`config.mk`:
```
export PLATFORM = sky130hd
export DESIGN_NAME = auto_turn_sequencer_flat
export DESIGN_NICKNAME = d
export VERILOG_FILES = /design/src/rtl/auto_turn_if.sv /design/src/rtl/auto_turn_sequencer.sv /design/src/flat_wrapper.sv
export SDC_FILE = /design/constraint.sdc
export NUM_CORES = 1
export LEC_CHECK = 0
export CORE_ASPECT_RATIO = 1.1
export CORE_UTILIZATION = 57
export CTS_BUF_LIST = sky130_fd_sc_hd__clkbuf_16
export CTS_CLUSTER_SIZE = 24
export DETAILED_ROUTE_END_ITERATION = 16
export PLACE_DENSITY = 0.88
export SLEW_MARGIN = 20
export SYNTH_ARGS = -nofsm -noshare
export SYNTH_HDL_FRONTEND = slang
export SYNTH_SLANG_ARGS = --single-unit
```
`constraint.sdc`:
```
create_clock -name clk -period 4.4 [get_ports clk]
set_input_delay 0.88 -clock clk [delete_from_list [all_inputs] [get_ports clk]]
set_output_delay 0.88 -clock clk [all_outputs]
set_load 0.05 [all_outputs]
```
`src/rtl/auto_turn_if.sv`:
```
// Command/status bundle between the motion controller and the auto-turn sequencer.
// master drives requests and enable/cancel; slave (the sequencer) drives steering and status.
interface auto_turn_if #(
    parameter int QUEUE_DEPTH = 4,
    parameter int CNT_W       = 16
);
    localparam int QCW = $clog2(QUEUE_DEPTH) + 1;

    logic             enable;
    logic             trigger_turn_left;
    logic             trigger_turn_right;
    logic             trigger_turn_back;
    logic             cancel;
    logic             turn_left;
    logic             turn_right;
    logic             is_turning;
    logic             busy;
    logic             done;
    logic             drop;
    logic [QCW-1:0]   queue_count;
    logic             queue_full;
    logic [CNT_W-1:0] remaining;

    modport master (
        output enable, trigger_turn_left, trigger_turn_right, trigger_turn_back, cancel,
        input  turn_left, turn_right, is_turning, busy, done, drop,
        input  queue_count, queue_full, remaining
    );

    modport slave (
        input  enable, trigger_turn_left, trigger_turn_right, trigger_turn_back, cancel,
        output turn_left, turn_right, is_turning, busy, done, drop,
        output queue_count, queue_full, remaining
    );
endinterface

```
`src/rtl/auto_turn_sequencer.sv`:
```
// Queued auto-turn sequencer: edge-detects turn requests, buffers them, and plays
// each turn for a fixed tick count followed by a straight settle gap.
//
//   state     | meaning
//   ----------+---------------------------------------------------------
//   ST_IDLE   | straight, waiting; pops the queue head when non-empty
//   ST_TURN   | steering; cnt_q counts down the remaining turn ticks
//   ST_SETTLE | straight gap after a turn; pops the next entry at its end
module auto_turn_sequencer #(
    parameter int TURN_TICKS   = 450,
    parameter int BACK_MULT    = 2,
    parameter int SETTLE_TICKS = 50,
    parameter int QUEUE_DEPTH  = 4,
    parameter int CNT_W        = 16
) (
    input logic       clk,
    input logic       rst,
    auto_turn_if.slave bus
);
    localparam int AW  = $clog2(QUEUE_DEPTH);
    localparam int QCW = AW + 1;

    localparam logic [1:0] ST_IDLE   = 2'd0;
    localparam logic [1:0] ST_TURN   = 2'd1;
    localparam logic [1:0] ST_SETTLE = 2'd2;

    localparam logic [1:0] CMD_L = 2'd0;
    localparam logic [1:0] CMD_R = 2'd1;
    localparam logic [1:0] CMD_B = 2'd2;

    localparam logic [CNT_W-1:0] LR_LOAD     = CNT_W'(TURN_TICKS - 1);
    localparam logic [CNT_W-1:0] B_LOAD      = CNT_W'(TURN_TICKS * BACK_MULT - 1);
    localparam logic [CNT_W-1:0] SETTLE_LOAD = CNT_W'(SETTLE_TICKS - 1);
    localparam logic [QCW-1:0]   Q_FULL      = QCW'(QUEUE_DEPTH);

    logic [1:0]       state_q, state_d;
    logic [1:0]       dir_q, dir_d;
    logic [CNT_W-1:0] cnt_q, cnt_d;
    logic [1:0]       fifo_q [QUEUE_DEPTH];
    logic [1:0]       fifo_d [QUEUE_DEPTH];
    logic [AW-1:0]    wr_q, wr_d, rd_q, rd_d;
    logic [QCW-1:0]   count_q, count_d;
    logic [2:0]       prev_q, prev_d;
    logic             done_q, done_d, drop_q, drop_d;
    logic             turn_left_q, turn_left_d, turn_right_q, turn_right_d;
    logic             is_turning_q, is_turning_d, busy_q, busy_d;
    logic             queue_full_q, queue_full_d;
    logic [CNT_W-1:0] remaining_q, remaining_d;

    logic [2:0] trig, rise;
    logic       one_rise, multi_rise, pop, push;
    logic [1:0] cmd_new;

    assign trig       = {bus.trigger_turn_back, bus.trigger_turn_right, bus.trigger_turn_left};
    assign rise       = trig & ~prev_q;
    assign multi_rise = (rise[0] & rise[1]) | (rise[0] & rise[2]) | (rise[1] & rise[2]);
    assign one_rise   = (|rise) & ~multi_rise;

    always_comb begin
        cmd_new = CMD_L;
        if (rise[1]) cmd_new = CMD_R;
        if (rise[2]) cmd_new = CMD_B;
    end

    always_comb begin
        state_d = state_q;
        dir_d   = dir_q;
        cnt_d   = cnt_q;
        fifo_d  = fifo_q;
        wr_d    = wr_q;
        rd_d    = rd_q;
        count_d = count_q;
        done_d  = 1'b0;
        drop_d  = 1'b0;
        pop     = 1'b0;
        push    = 1'b0;
        prev_d  = trig;
        if (!bus.enable) begin
            state_d = ST_IDLE;
            cnt_d   = '0;
            wr_d    = '0;
            rd_d    = '0;
            count_d = '0;
        end else begin
            case (state_q)
                ST_IDLE: pop = (count_q != '0);
                ST_TURN: begin
                    if (bus.cancel) begin
                        state_d = ST_IDLE;
                        cnt_d   = '0;
                    end else if (cnt_q == '0) begin
                        done_d = 1'b1;
                        if (SETTLE_TICKS == 0) begin
                            state_d = ST_IDLE;
                            cnt_d   = '0;
                        end else begin
                            state_d = ST_SETTLE;
                            cnt_d   = SETTLE_LOAD;
                        end
                    end else begin
                        cnt_d = cnt_q - CNT_W'(1);
                    end
                end
                ST_SETTLE: begin
                    if (bus.cancel) begin
                        state_d = ST_IDLE;
                        cnt_d   = '0;
                    end else if (cnt_q == '0) begin
                        // chain straight into the next turn so the gap is exactly SETTLE_TICKS
                        if (count_q != '0) pop = 1'b1;
                        else state_d = ST_IDLE;
                    end else begin
                        cnt_d = cnt_q - CNT_W'(1);
                    end
                end
                default: begin
                    state_d = ST_IDLE;
                    cnt_d   = '0;
                end
            endcase

            if (pop) begin
                dir_d   = fifo_q[rd_q];
                state_d = ST_TURN;
                cnt_d   = (fifo_q[rd_q] == CMD_B) ? B_LOAD : LR_LOAD;
                rd_d    = rd_q + AW'(1);
            end

            // a pop on the same edge frees a slot for an incoming request
            if (one_rise) begin
                if (count_q != Q_FULL || pop) push = 1'b1;
                else drop_d = 1'b1;
            end else if (multi_rise) begin
                drop_d = 1'b1;
            end

            if (push) begin
                fifo_d[wr_q] = cmd_new;
                wr_d         = wr_q + AW'(1);
            end
            count_d = count_q + QCW'(push) - QCW'(pop);
        end
    end

    always_comb begin
        is_turning_d = (state_d == ST_TURN);
        turn_left_d  = is_turning_d && (dir_d == CMD_L);
        turn_right_d = is_turning_d && (dir_d != CMD_L);
        busy_d       = (state_d != ST_IDLE);
        remaining_d  = is_turning_d ? cnt_d + CNT_W'(1) : '0;
        queue_full_d = (count_d == Q_FULL);
    end

    always_ff @(posedge clk) begin
        if (rst) begin
            state_q      <= ST_IDLE;
            dir_q        <= CMD_L;
            cnt_q        <= '0;
            for (int i = 0; i < QUEUE_DEPTH; i++) fifo_q[i] <= '0;
            wr_q         <= '0;
            rd_q         <= '0;
            count_q      <= '0;
            prev_q       <= '0;
            done_q       <= 1'b0;
            drop_q       <= 1'b0;
            turn_left_q  <= 1'b0;
            turn_right_q <= 1'b0;
            is_turning_q <= 1'b0;
            busy_q       <= 1'b0;
            queue_full_q <= 1'b0;
            remaining_q  <= '0;
        end else begin
            state_q      <= state_d;
            dir_q        <= dir_d;
            cnt_q        <= cnt_d;
            fifo_q       <= fifo_d;
            wr_q         <= wr_d;
            rd_q         <= rd_d;
            count_q      <= count_d;
            prev_q       <= prev_d;
            done_q       <= done_d;
            drop_q       <= drop_d;
            turn_left_q  <= turn_left_d;
            turn_right_q <= turn_right_d;
            is_turning_q <= is_turning_d;
            busy_q       <= busy_d;
            queue_full_q <= queue_full_d;
            remaining_q  <= remaining_d;
        end
    end

    assign bus.turn_left   = turn_left_q;
    assign bus.turn_right  = turn_right_q;
    assign bus.is_turning  = is_turning_q;
    assign bus.busy        = busy_q;
    assign bus.done        = done_q;
    assign bus.drop        = drop_q;
    assign bus.queue_count = count_q;
    assign bus.queue_full  = queue_full_q;
    assign bus.remaining   = remaining_q;
endmodule

```
`src/flat_wrapper.sv`:
```
// flat-port wrapper written by rule: the top's interface ports become plain ports
module auto_turn_sequencer_flat 
#(
    parameter int TURN_TICKS   = 450,
    parameter int BACK_MULT    = 2,
    parameter int SETTLE_TICKS = 50,
    parameter int QUEUE_DEPTH  = 4,
    parameter int CNT_W        = 16
)
  (clk, rst, bus_enable, bus_trigger_turn_left, bus_trigger_turn_right, bus_trigger_turn_back, bus_cancel, bus_turn_left, bus_turn_right, bus_is_turning, bus_busy, bus_done, bus_drop, bus_queue_count, bus_queue_full, bus_remaining);
  auto_turn_if #(.QUEUE_DEPTH(QUEUE_DEPTH), .CNT_W(CNT_W)) bus_i ();
  input logic clk;
  input logic rst;
  input wire logic [$bits(bus_i.enable)-1:0] bus_enable;
  input wire logic [$bits(bus_i.trigger_turn_left)-1:0] bus_trigger_turn_left;
  input wire logic [$bits(bus_i.trigger_turn_right)-1:0] bus_trigger_turn_right;
  input wire logic [$bits(bus_i.trigger_turn_back)-1:0] bus_trigger_turn_back;
  input wire logic [$bits(bus_i.cancel)-1:0] bus_cancel;
  output wire logic [$bits(bus_i.turn_left)-1:0] bus_turn_left;
  output wire logic [$bits(bus_i.turn_right)-1:0] bus_turn_right;
  output wire logic [$bits(bus_i.is_turning)-1:0] bus_is_turning;
  output wire logic [$bits(bus_i.busy)-1:0] bus_busy;
  output wire logic [$bits(bus_i.done)-1:0] bus_done;
  output wire logic [$bits(bus_i.drop)-1:0] bus_drop;
  output wire logic [$bits(bus_i.queue_count)-1:0] bus_queue_count;
  output wire logic [$bits(bus_i.queue_full)-1:0] bus_queue_full;
  output wire logic [$bits(bus_i.remaining)-1:0] bus_remaining;
  assign bus_i.enable = bus_enable;
  assign bus_i.trigger_turn_left = bus_trigger_turn_left;
  assign bus_i.trigger_turn_right = bus_trigger_turn_right;
  assign bus_i.trigger_turn_back = bus_trigger_turn_back;
  assign bus_i.cancel = bus_cancel;
  assign bus_turn_left = bus_i.turn_left;
  assign bus_turn_right = bus_i.turn_right;
  assign bus_is_turning = bus_i.is_turning;
  assign bus_busy = bus_i.busy;
  assign bus_done = bus_i.done;
  assign bus_drop = bus_i.drop;
  assign bus_queue_count = bus_i.queue_count;
  assign bus_queue_full = bus_i.queue_full;
  assign bus_remaining = bus_i.remaining;
  auto_turn_sequencer #(.TURN_TICKS(TURN_TICKS), .BACK_MULT(BACK_MULT), .SETTLE_TICKS(SETTLE_TICKS), .QUEUE_DEPTH(QUEUE_DEPTH), .CNT_W(CNT_W)) u_core (.clk(clk), .rst(rst), .bus(bus_i));
endmodule
```
Word-level counts from Yosys, hierarchy flattened
Index checks and enable logic that the tools add are counted.
{ "word_totals": {"wordCells": 102, "in_bits": 7, "regBits": 61} }
{ "op_classes": {"n_mux": 39, "n_bitwise": 14, "n_eq_ne": 6, "add_sub_neg": 6, "magnitude_cmp": 3, "reduce_logical": 15} }
{ "ops": {"columns": ["operator", "count"], "rows": [
  ["2-to-1 mux 16 bit", 6],
  ["case mux 16 bit (3 select lines)", 1],
  ["2-to-1 mux 2 bit", 13],
  ["adder 16 x 1 -> 16 bit, second input constant", 1],
  ["logical NOT 16 bit", 1],
  ["subtractor 16 x 1 -> 16 bit, second input constant", 1],
  ["2-to-1 mux 1 bit", 12],
  ["2-to-1 mux 10 bit", 1],
  ["bitwise mux 8 bit", 1],
  [">= comparator 3 bit, second input constant", 2],
  ["NOT 2 -> 3 bit", 2],
  ["case mux 2 bit (3 select lines)", 1],
  ["adder 2 x 1 -> 2 bit, second input constant", 2],
  ["bitwise AND 1 bit", 4],
  ["binary-select mux 2 bit (select 2 bit)", 1],
  ["demux 2 bit (select 2 bit)", 1],
  ["equality test 2 x 1 -> 1 bit, second input constant", 2],
  ["equality test 2 bit, second input constant", 2],
  ["logical NOT 2 bit", 2],
  ["NOT 1 bit", 4],
  ["nonzero test 2 bit", 2],
  ["OR reduction 2 bit", 2],
  ["OR reduction 4 bit", 1],
  ["adder 3 x 1 -> 3 bit", 1],
  ["14 further kinds", 17]
]} }

Longest topological paths before layout
{ "logic_depth": {"depth_word": 14, "ltp_mapped": 17} }

Worst setup path before layout
OpenSTA, ideal clock, no wires.
{ "synth_timing": {"kind": "register to register", "from": "reg u_core.cnt_q[1]", "to": "reg u_core.remaining_q[15] (netlist: u_core.bus.remaining[15])", "required_ps": 4329, "slack_ps": 959, "synth_period_minus_slack_ps": 3441, "stages_incl_launch_ff": 17, "n_path_buf": 2, "arrival_time_ps": 3370, "cell_sequence": "dfxtp_1 inv_1 ha_1 nor4b_1 and4_1 buf_2 inv_2 clkbuf_1 ha_1 inv_1 o22a_1 o22ai_1 nand2_1 a211oi_1 nand4_1 or4_1 a21oi_1"} }
{ "synth_via": {"elab_chain_len": 10} }
{ "synth_lines": {"columns": ["element", "line_no", "source"], "rows": [
  ["from (decl)", "auto_turn_sequencer.sv:38", "logic [CNT_W-1:0] cnt_q, cnt_d;"],
  ["from (signal assigned)", "auto_turn_sequencer.sv:175", "cnt_q <= cnt_d;"],
  ["parallel branches: the longest is 10 deep, another holds subtractor 16 x 1 -> 16 bit", null, null],
  ["to (signal assigned)", "auto_turn_sequencer.sv:188", "remaining_q <= remaining_d;"],
  ["to (decl)", "auto_turn_sequencer.sv:48", "logic [CNT_W-1:0] remaining_q, remaining_d;"]
]} }
Several ways; the timed one is not identified. The select of a mux whose other input is x is not followed.
A chain may end at the register's enable or synchronous reset.

Final worst setup path
{ "layout_timing": {"from": "reg u_core.cnt_q[0]", "to": "reg u_core.remaining_q[15] (netlist: u_core.bus.remaining[15])"} }
The elaborated chain is that of the path after synthesis.

==> tab_implementation.tex <==
\begin{tabular}{lr}
\hline
Metric & Value \\
\hline
\multicolumn{2}{l}{\textbf{Run status}} \\
Result of the run & finished clean \\
\multicolumn{2}{l}{\textbf{Critical path}} \\
Reg2reg path depth & 13 \\
Critical Path Fanout Max & 17 \\
Required time of the worst setup path & 4.66 ns \\
Critical path class & flip-flop to flip-flop \\
Capture point of the worst reg-to-reg path & u\_core.bus.remaining[15]\$\_SDFF\_PP0\_ \\
Arrival time of the worst setup path & 4.46 ns \\
Setup crit end kind & flip-flop \\
CP Launch Type & flip-flop \\
Launching instance or port of the critical path & u\_core.cnt\_q[0]\$\_SDFF\_PP0\_ \\
Worst r2r src & u\_core.cnt\_q[0]\$\_SDFF\_PP0\_ \\
Setup slack, reg-to-reg & 0.20 ns \\
\multicolumn{2}{l}{\textbf{Run}} \\
Count of maximum capacitance violations & 0 \\
\multicolumn{2}{l}{\textbf{Synth}} \\
Post-synth ARST share & 0\% \\
Number of nets in the synthesized netlist & 439 \\
Register area share after synthesis & 35.8\% \\
Gate count of the mapped netlist & 421 \\
Post-synth top area cell & dfxtp\_1 \\
Area share of the leading cell type in the synthesized netlist & 35.8\% \\
Post-synthesis cell type count & 64 \\
Number of warnings printed during yosys synthesis & 0 \\
Post-synth EDFFs & 0 \\
Total of flip-flops plus latches after synthesis & 61 \\
Main area contributors after synthesis & dfxtp\_1 (36\%), a21oi\_1 (4.5\%), nor2\_1 (4.3\%), ha\_1 (3.7\%), nor3\_1 (3.7\%) \\
Post-synthesis cell area & 3410 um\^{}2 \\
Dominant synthesized flop cell & dfxtp\_1 \\
Avg Synthesized Cell Area & 8.10 um\^{}2 \\
\multicolumn{2}{l}{\textbf{Route}} \\
Met3 wire length & 673 um \\
Drt first-iter violations & 360 \\
Wl on met1 & 3.53 mm \\
DR vias/cell & 6.30 \\
Post-detailed-route DRC marker count & 0 \\
Routed len/inst & 17.4 um \\
Sum of met2 wire segment lengths after detailed routing & 4.48 mm \\
Antenna Violating Nets Remaining & 0 \\
DR top layer & met4 \\
Routed vias & 3347 \\
Aggregate routed wire length & 9.22 mm \\
First-pass detailed-route iteration total & 5 \\
\multicolumn{2}{l}{\textbf{Finish}} \\
Layout Area Growth over Synthesis & 19.8\% \\
Share of final-layout standard cells stronger than drive strength 1 & 9.69\% \\
Post-layout instance area & 4090 um\^{}2 \\
Number of diodes added for antenna fixing & 0 \\
Total number of nets in the final design & 467 \\
\multicolumn{2}{l}{\textbf{Min path}} \\
Worst hold-check path type & flip-flop to flip-flop \\
Origin of the worst min-delay path & u\_core.fifo\_q[4]\$\_SDFFE\_PP0P\_ \\
Worst Hold End & u\_core.fifo\_q[4]\$\_SDFFE\_PP0P\_ \\
Worst hold path stage count & 2 \\
\multicolumn{2}{l}{\textbf{Placement}} \\
Post-detailed-placement half-perimeter wirelength & 6.50 mm \\
Placed Instance Area & 3790 um\^{}2 \\
\# port buffers & 32 \\
Weighted congestion reported at the end of routability-driven placement & 0.963 \\
\multicolumn{2}{l}{\textbf{Floorplan}} \\
Floorplan row count & 29 \\
Total core area & 5770 um\^{}2 \\
Number of I/O pins & 33 \\
Total Die Area & 6300 um\^{}2 \\
Starting Density & 59.1\% \\
Die width & 75.8 um \\
Die Height & 83.1 um \\
\multicolumn{2}{l}{\textbf{Clock tree}} \\
Clock root buffer & clkbuf\_16 \\
Clock edge transition at the registers on the reported setup and hold paths & 0.05 ns \\
Clock sink count & 61 \\
Count of hold buffers inserted by post-cts repair & 0 \\
Clock latency of the later-clocked register in the worst-skew pair & 0.33 ns \\
Maximum clock path buffer count & 2 \\
Number of setup buffers added after CTS & 0 \\
Post\_cts resized & 0 \\
Number of H-tree levels & 3 \\
Number of buffers added by the clock tree synthesis step & 9 \\
TritonCTS clock tree & built \\
\multicolumn{2}{l}{\textbf{STA}} \\
Final setup violation count & 0 \\
Post-layout minimum cycle time & 4.20 ns \\
Maximum achievable frequency & 238 MHz \\
Worst clock skew & 0.00651 ns \\
RSZ-0062 raised after global routing & no \\
Actual slew at the worst max-slew pin & 0.758 ns \\
Fin. max-slew vios & 0 \\
Final clock period utilization by the worst path & 95.6\% \\
Worst slew margin relative to its limit & 49.2\% \\
Final Hold Violating Endpoints & 0 \\
Setup TNS & 0 ns \\
\multicolumn{2}{l}{\textbf{Power}} \\
Comb power frac & 50.1\% \\
Net switching power of the design & 1.26 mW \\
Total power draw & 2.80 mW \\
Maximum resistive drop on vdd & 0.445 mV \\
Proportion of power drawn by the clock network & 24.3\% \\
Internal power & 1.55 mW \\
Power density over the cells & 686 nW/um\^{}2 \\
Leakage & 1.49 nW \\
Portion of total power attributed to sequential cells & 25.6\% \\
Sw Share & 44.8\% \\
\multicolumn{2}{l}{\textbf{Global route}} \\
Number of antenna violations at the first check in global routing & 0 \\
Aggregate global-route resource usage & 32.4\% \\
Final global-route overflow total & 0 \\
First-pass GRT wire length & 15.5 mm \\
Largest net degree at the start of global routing & 29 \\
Vias in the first global route & 3304 \\
\hline
\end{tabular}
-- worst max-delay path by stage --
| stage | cells after the start | endpoint | slack [ns] |
|---|---|---|---|
| after floorplan | 16 | u_core.bus.remaining[15]$_SDFF_PP0_ | 0.96 |
| after global placement | 9 | u_core.bus.remaining[15]$_SDFF_PP0_ | 0.40 |
| after detailed placement | 9 | u_core.bus.remaining[15]$_SDFF_PP0_ | 0.25 |
| after CTS | 13 | u_core.bus.remaining[15]$_SDFF_PP0_ | 0.37 |
| after global routing | 13 | u_core.bus.remaining[15]$_SDFF_PP0_ | 0.02 |
| final | 13 | u_core.bus.remaining[15]$_SDFF_PP0_ | 0.20 |
-- Yosys cell counts (3+ instances only) --
cell type	count
nand2_1	32
a21oi_1	31
or3_1	10
nor2_1	39
clkbuf_1	22
or4_1	3
and2_1	8
o22ai_1	3
nor3b_1	5
nor3_1	25
ha_1	10
nand2b_1	9
a22oi_1	5
o311a_1	3
o21bai_1	3
a31oi_1	3
nor4_1	12
o31ai_1	5
xnor2_1	8
a21o_1	3
inv_1	18
or2_2	6
xor2_1	5
o21ai_0	14
nor2b_1	11
nand3_1	13
nor4b_1	4
nand4_1	4
dfxtp_1	61
nor4_2	3
-- registers in the layout (all words and copies together), names as in the netlist, 2 cells and up --
| signal | flops |
|---|---|
| u_core.bus.remaining | 16 |
| u_core.cnt_q | 16 |
| u_core.fifo_q | 8 |
| u_core.bus.queue_count | 3 |
| u_core.prev_q | 3 |
| u_core.dir_q | 2 |
| u_core.rd_q | 2 |
| u_core.state_q | 2 |
| u_core.wr_q | 2 |
-- through the flow --
step	hold slack [ns]	utilization (%)	setup slack (ns)	instances
global route	0.472	70.9	0.0172	531
floorplan	0.433	-	0.959	421
CTS	0.457	70.9	0.370	531
global placement	0.444	65.8	0.398	515
detailed placement	0.450	65.8	0.249	515
finish	0.455	70.9	0.195	531
-- placed cells by master (no fill, tap or decap), types with 3 or more instances in the layout --
cell / count
dfxtp_1: 61
nor2_1: 39
nand2_1: 32
clkdlybuf4s50_1: 32
a21oi_1: 31
nor3_1: 25
inv_1: 19
o21ai_0: 14
nand3_1: 13
nor4_1: 12
nor2b_1: 11
buf_4: 11
or3_1: 10
ha_1: 10
nand2b_1: 9
clkbuf_16: 9
xnor2_1: 8
and2_1: 8
or2_2: 6
xor2_1: 5
o31ai_1: 5
nor3b_1: 5
a22oi_1: 5
nor4b_1: 4
nand4_1: 4
nor4_2: 3
a31oi_1: 3
o22ai_1: 3
o311a_1: 3
or4_1: 3
a21o_1: 3
o21bai_1: 3
-- metal layers --
layer / track usage [%] / vias to the layer above
li1: - / 1570
met1: 38.3 / 1532
met2: 50.9 / 193
met3: 8.25 / 52
met4: 20.4 / 0
met5: 0 / -
-- power by group through the flow --
| stage | Combinational [mW] | Clock, mW | Sequential (mW) |
|---|---|---|---|
| after global placement | 1.34 | 0 | 0.724 |
| after floorplan | 0.945 | 0 | 0.802 |
| after global routing | 1.51 | 0.720 | 0.725 |
| after CTS | 1.37 | 0.688 | 0.713 |
| final | 1.40 | 0.682 | 0.717 |
| after detailed placement | 1.36 | 0 | 0.723 |
-- worst max-delay path, stage by stage, from the launching register on --
cell and delay [ns]:
dfxtp_1 0.35, inv_1 0.11, ha_1 0.19, nor4b_1 0.52
and4_1 0.49, inv_2 0.07, buf_4 0.20, o22a_1 0.22
inv_1 0.36, nand2_1 0.26, o31ai_1 0.23, nand4_1 0.41
or4_1 0.56, a21oi_1 0.16
-- kinds of logic (layout without fill, tap and decap cells) --
group	Yosys count	in the layout	synth area share (%)
compound gates	91	91	17.4
xor+xnor	13	13	3.34
fa+ha+maj	12	12	4.55
buf+inv	45	78	5.47
flops	61	61	35.8
mux	4	4	1.94
simple gates	195	195	31.5
-- final cells by class --
type | instances | area [um^2]
repair buffers | 43 | 403
clock buffers | 9 | 225
well taps | 77 | 96.3
inverters | 19 | 71.3
fillers | 466 | 1680
flip-flops and latches | 61 | 1220
multi-input cells | 315 | 2000
clock inverters | 7 | 67.6
No activity file was read; power rests on OpenSTA's default activity.
